--- src/rtl/rca_seq.sv ---
// Sequential ripple-carry adder: one shared 4-bit slice adds one nibble per clock,
// LSB nibble first, producing {co,s} = a + b + ci after NIB RUN cycles.
module rca_seq #(
    parameter int unsigned NIB = 4
) (
    input  logic              clk,
    input  logic              rst,
    input  logic              start,
    input  logic [4*NIB-1:0]  a,
    input  logic [4*NIB-1:0]  b,
    input  logic              ci,
    output logic              busy,
    output logic              done,
    output logic [4*NIB-1:0]  s,
    output logic              co
);

    localparam int unsigned W    = 4 * NIB;
    localparam int unsigned IdxW = (NIB > 1) ? $clog2(NIB) : 1;

    typedef enum logic [1:0] {StIdle, StRun, StDone} state_t;

    state_t            state_q;
    logic [W-1:0]      a_q;
    logic [W-1:0]      b_q;
    logic              carry_q;
    logic [IdxW-1:0]   idx_q;

    logic [3:0]        nib_a;
    logic [3:0]        nib_b;
    logic [4:0]        sum;
    logic              last;

    // The single 4-bit slice, fed by the nibble currently selected by idx_q.
    always_comb begin
        nib_a = 4'h0;
        nib_b = 4'h0;
        for (int i = 0; i < NIB; i++) begin
            if (idx_q == IdxW'(i)) begin
                nib_a = a_q[4*i +: 4];
                nib_b = b_q[4*i +: 4];
            end
        end
        sum  = {1'b0, nib_a} + {1'b0, nib_b} + {4'b0000, carry_q};
        last = (idx_q == IdxW'(NIB - 1));
    end

    always_ff @(posedge clk or posedge rst) begin
        if (rst) begin
            state_q <= StIdle;
            a_q     <= '0;
            b_q     <= '0;
            carry_q <= 1'b0;
            idx_q   <= '0;
            busy    <= 1'b0;
            done    <= 1'b0;
            s       <= '0;
            co      <= 1'b0;
        end else begin
            case (state_q)
                StIdle, StDone: begin
                    done <= 1'b0;
                    if (start) begin
                        a_q     <= a;
                        b_q     <= b;
                        carry_q <= ci;
                        idx_q   <= '0;
                        busy    <= 1'b1;
                        state_q <= StRun;
                    end else begin
                        state_q <= StIdle;
                    end
                end
                StRun: begin
                    for (int i = 0; i < NIB; i++) begin
                        if (idx_q == IdxW'(i)) begin
                            s[4*i +: 4] <= sum[3:0];
                        end
                    end
                    carry_q <= sum[4];
                    if (last) begin
                        co      <= sum[4];
                        done    <= 1'b1;
                        busy    <= 1'b0;
                        state_q <= StDone;
                    end else begin
                        idx_q <= idx_q + IdxW'(1);
                    end
                end
                default: begin
                    state_q <= StIdle;
                    busy    <= 1'b0;
                    done    <= 1'b0;
                end
            endcase
        end
    end

endmodule

--- config.mk ---
export PLATFORM = sky130hd
export DESIGN_NAME = rca_seq
export DESIGN_NICKNAME = d
export VERILOG_FILES = /design/src/rtl/rca_seq.sv
export SDC_FILE = /design/constraint.sdc
export NUM_CORES = 1
export LEC_CHECK = 0
export ABC_AREA = 1
export BUFFER_PORTS_ARGS = -buffer_cell sky130_fd_sc_hd__buf_4
export CORE_UTILIZATION = 42
export DETAILED_ROUTE_END_ITERATION = 10
export SETUP_SLACK_MARGIN = 0.4
export SLEW_MARGIN = 20
export SYNTH_ARGS = -nofsm -noshare
export SYNTH_HDL_FRONTEND = slang
export SYNTH_SLANG_ARGS = --single-unit
--- constraint.sdc ---
create_clock -name clk -period 2.8 [get_ports clk]
set_input_delay 0 -clock clk [delete_from_list [all_inputs] [get_ports clk]]
set_output_delay 0 -clock clk [all_outputs]
set_load 0.1 [all_outputs]
**Yosys cells after proc, flatten, opt, wreduce, memory -nomap -nowiden**

Index checks and enable logic that the tools add are counted.

- Register bits after elaboration: 56
- Bits of input ports: 36
- Output and inout port bits: 19
- Logic and storage cells: 56

- Add/subtract/negate cells: 3
- Eq/ne operators: 8
- Muxes and demuxes: 21
- Reduce and logical (&&, ||, !) cells: 12

Operators with widths:

| cell | number |
|---|---|
| 4-bit 2-to-1 mux | 8 |
| 2-bit AND reduction | 7 |
| 2-bit case mux with 2 select lines | 2 |
| 2-bit equality test, second input constant | 3 |
| 1-bit 2-to-1 mux | 6 |
| 2-bit 2-to-1 mux | 3 |
| 2-bit inequality test, second input constant | 3 |
| 4-bit by 4-bit adder with 5-bit output | 1 |
| 5-bit by 1-bit adder with 5-bit output | 1 |
| 2-bit by 1-bit equality test with 1-bit output, second input constant | 2 |
| 2-bit zero test | 2 |
| 1-bit case mux with 2 select lines | 2 |
| 3-bit AND reduction | 1 |
| 2-bit by 1-bit adder with 2-bit output, second input constant | 1 |
| 2-bit nonzero test | 1 |
| 2-bit OR reduction | 1 |

**Depth between registers and ports, before layout**

Gate-level depths: netlist of the first run.

- Depth in word-level cells: 8
- Depth in mapped cells: 16
- Depth with buffers taken out: 16

**Worst setup path before layout of the first run**

OpenSTA, ideal clock, no wires.

- Path kind: reg2reg
- Start point: register idx_q[1]
- End point: register s[1]
- Library setup time: 0.129 ns
- Arrival: 2.179 ns
- Data required time: 2.671 ns
- Slack: 0.492 ns
- Stages on the path, launching flop included: 15
- Buffers on the path: 1
- Period minus slack after synthesis: 2.308 ns
- Cell sequence: dfrtp_1 > inv_1 > ha_1 > buf_6 > nor2_4 > nand2_1 > nand2_1 > nand2_1 > nand2_1 > nand2_1 > fa_1 > inv_1 > fa_1 > inv_1 > o21ai_0

- Cells in the longest elaborated chain, start to end: 7
- Elaborated cells between the ends (all ways): 15
- Classes of those cells: add/sub (2); eq/ne (3); mux (8); reduce/logical (2)

RTL lines:

| item | RTL line | RTL |
|---|---|---|
| start, declared | 27 | `logic [IdxW-1:0] idx_q;` |
| start signal, assigned | 87 | `idx_q <= idx_q + IdxW'(1);` |
| 2-bit zero test | 39 | `if (idx_q == IdxW'(i)) begin` |
| 4-bit 2-to-1 mux (4 in series) | 39 |  |
| 4-bit by 4-bit adder with 5-bit output (*) | 44 | `sum = {1'b0, nib_a} + {1'b0, nib_b} + {4'b0000, carry_q};` |
| 5-bit by 1-bit adder with 5-bit output (*) | 44 |  |
| net sum[1] | 31 | `logic [4:0] sum;` |
| end signal, assigned by index | 77 | `s[4*i +: 4] <= sum[3:0];` |
| end, declared | 14 | `output logic [4*NIB-1:0] s,` |

Mark *: on every way through the listed nets, which the timed path passes. The rest lies on a longest branch.
A chain may end at the register's enable or synchronous reset.

**Worst setup path after layout of the first run**

- Start point: register idx_q[0]
- End point: register carry_q

- Cells in the longest elaborated chain, start to end: 8
- Elaborated cells between the ends (all ways): 15
- Classes of those cells: add/sub (2); eq/ne (3); mux (9); reduce/logical (1)

RTL lines:

| item | RTL line | RTL |
|---|---|---|
| 2-bit zero test | 39 |  |
| 4-bit 2-to-1 mux (4 in series) | 39 |  |
| 4-bit by 4-bit adder with 5-bit output (*) | 44 |  |
| 5-bit by 1-bit adder with 5-bit output (*) | 44 |  |
| 1-bit case mux with 2 select lines (*) | 60 | `case (state_q)` |
| end signal, assigned | 66 | `carry_q <= ci;` |
| end signal, assigned | 80 | `carry_q <= sum[4];` |
| end, declared | 26 | `logic carry_q;` |

Every way passes the cells marked *; elsewhere a longest branch is shown, timed or not.

==> flow_summary.toml, run 1 <==
[synth]
seq_area_frac_synth_pct = 51.55
synth_cells = 258
syn_nets = 303
avgSynthCellArea_sq_um = 10.35
syn_area_sq_um = 2670
yosys_warnings = 0
synthTopCellsByArea = "dfrtp_1 52%, mux2_4 15%, nand2_1 9.7%"
synth.largest_area_cell = "dfrtp_1"
ys_types = 23
synth_top_area_share_pct = 51.55
ys_ff_latch = 55

[routing]
met3_length_um = 222
wl_mm = 5.751
routed_via_density = 4.612
maxUsedRoutingLayer = "met4"
ant_nets = 0
wl_met1_mm = 2.673
drc = 0
met2_length_mm = 2.793
wl_per_cell_um = 13.13
drtPass1Iterations = 4
drt_iter0_drc = 78
dr_total_vias = 2020

[timing]
finClkSkew_ps = 6.377
worst_slack_ps = 496.6
slew_headroom_pct = 59.47
setup_viol = 0
slew_viol_final = 0
worst_pin_slew_ps = 607.1
hold_violations = 0
fmax_mhz = 434.1
post-route-min-period_ps = 2303
fin_setup_tns_ps = 0
period_share_pct = 82.26
rsz0062_at_grt = "yes"

[worst_setup_path]
crit_slowest_cell = "fa_2"
cp-start-kind = "flop"
critPathCaptureType = "flop"
r2r_end = "carry_q"
r2r_slack_ps = 500
reg2reg_from = "idx_q[0]"
path_cells = "buf_4, ha_4, a21oi_2, nand2_1, a22oi_2, fa_2, inv_2, fa_2, nand2_2, nand2_2, a21oi_2, o21ai_1"
cpPeakStageDelay_ps = 420
critical_path_class = "flop to flop"
required_ps = 3000
critPathMaxFanout = 8
reg2reg_depth = 12
arrival_ps = 2500

[outcome]
status = "complete, no violations"

[layout]
final_cell_mix = "70 x buf_4, 67 x nand2_1, 55 x dfrtp_1, 34 x dlygate4sd3_1, 26 x mux2_4"
areaGrowthSynthToFinish_pct = 39.78
antennaDiodeCount = 0
num-fill-cells = 507
nets = 408
final_common_cell = "buf_4"
drive_above_1_share_pct = 36.91
fin_util_pct = 61.94

[clock_tree]
cts_sinks = 55
clock-root-buffer = "clkbuf_8"
htreeDepth = 2
cts_tree = "yes"
clkTransAtPathRegs_ps = 100
cts_max_path_buffers = 2
cts_made_buffers = 5
clk_latency_ps = 300

[worst_hold_path]
holdCritStartpoint = "start"
holdPathEnd = "busy"
min_delay_path_depth = 3
hold_class = "input pin to flop"

[grt]
grt-ovfl-total = 0
grt_pass1_wl_mm = 9.597
track_usage_pct = 18.90
first_global_vias = 2067
grt_max_degree = 30
antenna_found_initial = 0

[floorplanning]
rows = 28
dieWidth_um = 81.73
dieArea_sq_um = 6680
fp.dieH_um = 81.73
core_sq_um = 6026
start_util_pct = 44.31
io_pins = 55

[run]
maxCapViolations = 0

[placed_design]
gp_congestion = 0.8754
dp_slack_ps = 229.5
io_buffers = 54
dp.final_hpwl_mm = 4.040
## synthesized netlist by cell type
cell type  count
o211ai_1       1
nand2_2        3
fa_1           2
xor2_1         1
nor2_4         2
buf_2          3
nand2_1       69
nor2_1        11
nand3_1       10
mux2_4        26
inv_1         21
a22oi_1        1
dfrtp_1       55
and2_1         2
ha_1           7
inv_2          3
mux2_2         1
buf_6          4
o21ai_0       11
nor2_2         2
o21ai_1        7
a21oi_1       15
o21ai_2        1
## worst max-delay path: cells and delay by family (launching register included)
family / cells / cell delay [ps]
simple gates: 3 / 220
flops: 1 / 410
compound gates: 4 / 540
fa+ha+maj: 3 / 830
buf+inv: 2 / 200
## layout make-up
type                    count  area [sq um]  share of cell area, %
flip-flops and latches     55          1376                  36.88
multi-input cells         172          1204                  32.25
repair buffers            105         880.8                  23.60
well taps                  75         93.84                  2.514
inverters                  24         90.09                  2.414
clock buffers               6         82.58                  2.213
clock inverters             1         5.005                 0.1341
## how the worst max path moves through the flow
stage,from,end,cells past startpoint
6_report,idx_q[0],carry_q,12
4_1_cts,idx_q[0],carry_q,13
3_3_place_gp,idx_q[1],s[9],13
3_5_place_dp,idx_q[1],s[9],13
5_1_grt,idx_q[0],carry_q,13
2_1_floorplan,idx_q[1],s[1],14
## per-stage QoR
stage,hold WS (ps),cell area [sq um],instances
finish,288.7,3732,438
global route,336.7,3732,438
CTS,309.1,3616,428
detailed placement,115.7,3139,384
global placement,121.2,3139,384
floorplan,148.5,2670,258
## layer usage
layer,GRT usage [%],vias up
met5,0,-
met4,5.439,0
met3,3.556,6
met2,30.25,44
met1,26.01,935
li1,-,1035
## flip-flops by register name, indices dropped and copies added (netlist names)
signal / count
carry_q: 1
s: 16
co: 1
b_q: 16
a_q: 16
busy: 1
state_q: 2
idx_q: 2
## logic make-up after synthesis
family / share of synthesized area, %
and+or+nand+nor: 15.60
DFF: 51.55
AOI/OAI and AO/OA: 7.076
buffers and inverters: 5.623
muxes: 15.04
adders and majority gates: 4.780
xor gates and xnor gates: 0.3281
## timing repair
item | in CTS | in global routing
buffers inserted | 3 | 10
endpoints found under the hold margin | 61 | 0
pin swaps | 1 | 9
gates resized for setup | 8 | 16
cloned | 0 | 0
endpoints found under the setup margin | 10 | 14
hold buffers | 34 | 0
Power of run 1 is not shown: default switching activity piles up to over one toggle a cycle in this logic, so the estimate is an artifact.
==> run 2, diff against run 1 <==
==> constraint.sdc (replaced) <==
create_clock -name clk -period 2.2 [get_ports clk]
set_input_delay 0 -clock clk [delete_from_list [all_inputs] [get_ports clk]]
set_output_delay 0 -clock clk [all_outputs]
set_load 0.1 [all_outputs]
==> run 2 against run 1 <==
  * The flow now finishes with violations (setup timing)
  * Cell count up 1.1%
  * Worst hold slack worse by 100 ps
  * Critical path depth up 1
  * Maximum frequency up 0.96%
  * Register-to-register slack worse by 580 ps
  * Utilization up 2.3 points
==> flow_summary.toml, run 2 (synthesis results as in run 1) <==
[worst_setup_path]
critPathCaptureType = "flop"
r2r_slack_ps = -80
cp-start-kind = "flop"
critical_path_class = "flop to flop"
crit_slowest_cell = "fa_2"
path_cells = "buf_4, ha_4, nor2_4, nand2_1, nand2_1, nand2_1, nand2_1, nand2_1, fa_2, inv_2, fa_2, inv_4, o21ai_1"
reg2reg_from = "idx_q[0]"
path_common_cell = "nand2_1"
cpPeakStageDelay_ps = 450
critPathMaxFanout = 6
reg2reg_depth = 13
arrival_ps = 2490
required_ps = 2410
r2r_end = "s[1]"

[layout]
areaGrowthSynthToFinish_pct = 45.03
top_regs = "a_q (16), b_q (16), s (16)"
final_common_cell = "buf_4"
drive_above_1_share_pct = 39.95
antennaDiodeCount = 0
fin_util_pct = 64.27
final_cell_mix = "72 x buf_4, 68 x nand2_1, 54 x dfrtp_1, 34 x dlygate4sd3_1, 26 x mux2_4"
final_cell_area_sq_um = 3872
nets = 412

[routing]
drtPass1Iterations = 4
wl_met1_mm = 2.878
wl_mm = 6.030
routed_via_density = 4.722
drt_iter0_drc = 78
ant_nets = 0
dr_total_vias = 2092
met3_length_um = 216
met2_length_mm = 2.869
wl_per_cell_um = 13.61
maxUsedRoutingLayer = "met4"
drc = 0

[floorplanning]
io_pins = 55
dieArea_sq_um = 6680
rows = 28
start_util_pct = 44.31
fp.dieH_um = 81.73
dieWidth_um = 81.73
core_sq_um = 6026

[grt]
first_global_vias = 2117
track_usage_pct = 19.38
antenna_found_initial = 0
grt_max_degree = 31
grt-ovfl-total = 0
grt_pass1_wl_mm = 9.756

[timing]
post-route-min-period_ps = 2282
rsz0062_at_grt = "yes"
fmax_mhz = 438.3
slew_headroom_pct = 63.39
worst_slack_ps = -81.52
worst_pin_slew_ps = 548.3
hold_violations = 0
setup_viol = 14
fin_setup_tns_ps = -716.5
finClkSkew_ps = 9.128
period_share_pct = 103.7
slew_viol_final = 0

[placed_design]
dp.final_hpwl_mm = 4.173
dp_slack_ps = -95.35
post_dp_cell_area_sq_um = 3259
gp_congestion = 0.7913
io_buffers = 54

[clock_tree]
clk_latency_ps = 310
htreeDepth = 2
cts_tree = "yes"
cts_max_path_buffers = 2
cts_sinks = 55
cts_made_buffers = 5
clkTransAtPathRegs_ps = 100
clock-root-buffer = "clkbuf_8"

[outcome]
violations = "setup timing"
status = "finished, violations left"

[worst_hold_path]
hold_class = "input pin to flop"
holdCritStartpoint = "start"
holdPathEnd = "busy"
min_delay_path_depth = 3

[run]
maxCapViolations = 0
run 2: repair_timing:
| item | 4_1_cts | 5_1_grt |
|---|---|---|
| buffers inserted | 4 | 5 |
| resized for setup | 10 | 14 |
| setup endpoints to repair | 18 | 18 |
| hold endpoints to repair | 58 | 0 |
| pin swaps | 14 | 5 |
| hold buffers | 34 | 0 |
run 2: worst max-delay path by stage:
stage	startpoint	to	slack [ps]	depth (start not counted)
after floorplan	idx_q[0]	s[1]	10	13
after global placement	idx_q[1]	carry_q	-40	13
after detailed placement	idx_q[1]	carry_q	-100	13
after CTS	idx_q[1]	s[9]	-80	13
after global routing	idx_q[1]	s[1]	-220	14
final	idx_q[0]	s[1]	-80	13
run 2: area by class of cell:
class | count | area [sq um]
Fill cell | 520 | 2153
Sequential cell | 55 | 1378
Multi-Input combinational cell | 172 | 1254
Timing Repair Buffer | 109 | 932.1
Inverter | 24 | 97.59
Tap cell | 75 | 93.84
Clock buffer | 6 | 82.58
Clock inverter | 2 | 35.03
run 2: worst max-delay path: cells and delay by family (launching register included):
| family | cells | cell delay (ps) |
|---|---|---|
| fa+ha+maj | 3 | 970 |
| flops | 1 | 420 |
| simple gates | 6 | 400 |
| compound gates | 1 | 70 |
| buf+inv | 3 | 320 |
run 2: per-stage QoR:
step,instances,hold WS (ps)
after floorplan,258,148.5
after global placement,392,89.13
after detailed placement,392,91.17
after CTS,438,200.9
after global routing,443,223.8
final,443,189.1
run 2: metal layers:
layer	up-vias	global-route usage (%)
li1	1048	-
met5	-	0
met1	996	26.12
met2	41	31.65
met4	0	5.614
met3	7	3.667
Power of run 2 is left out for the same reason.
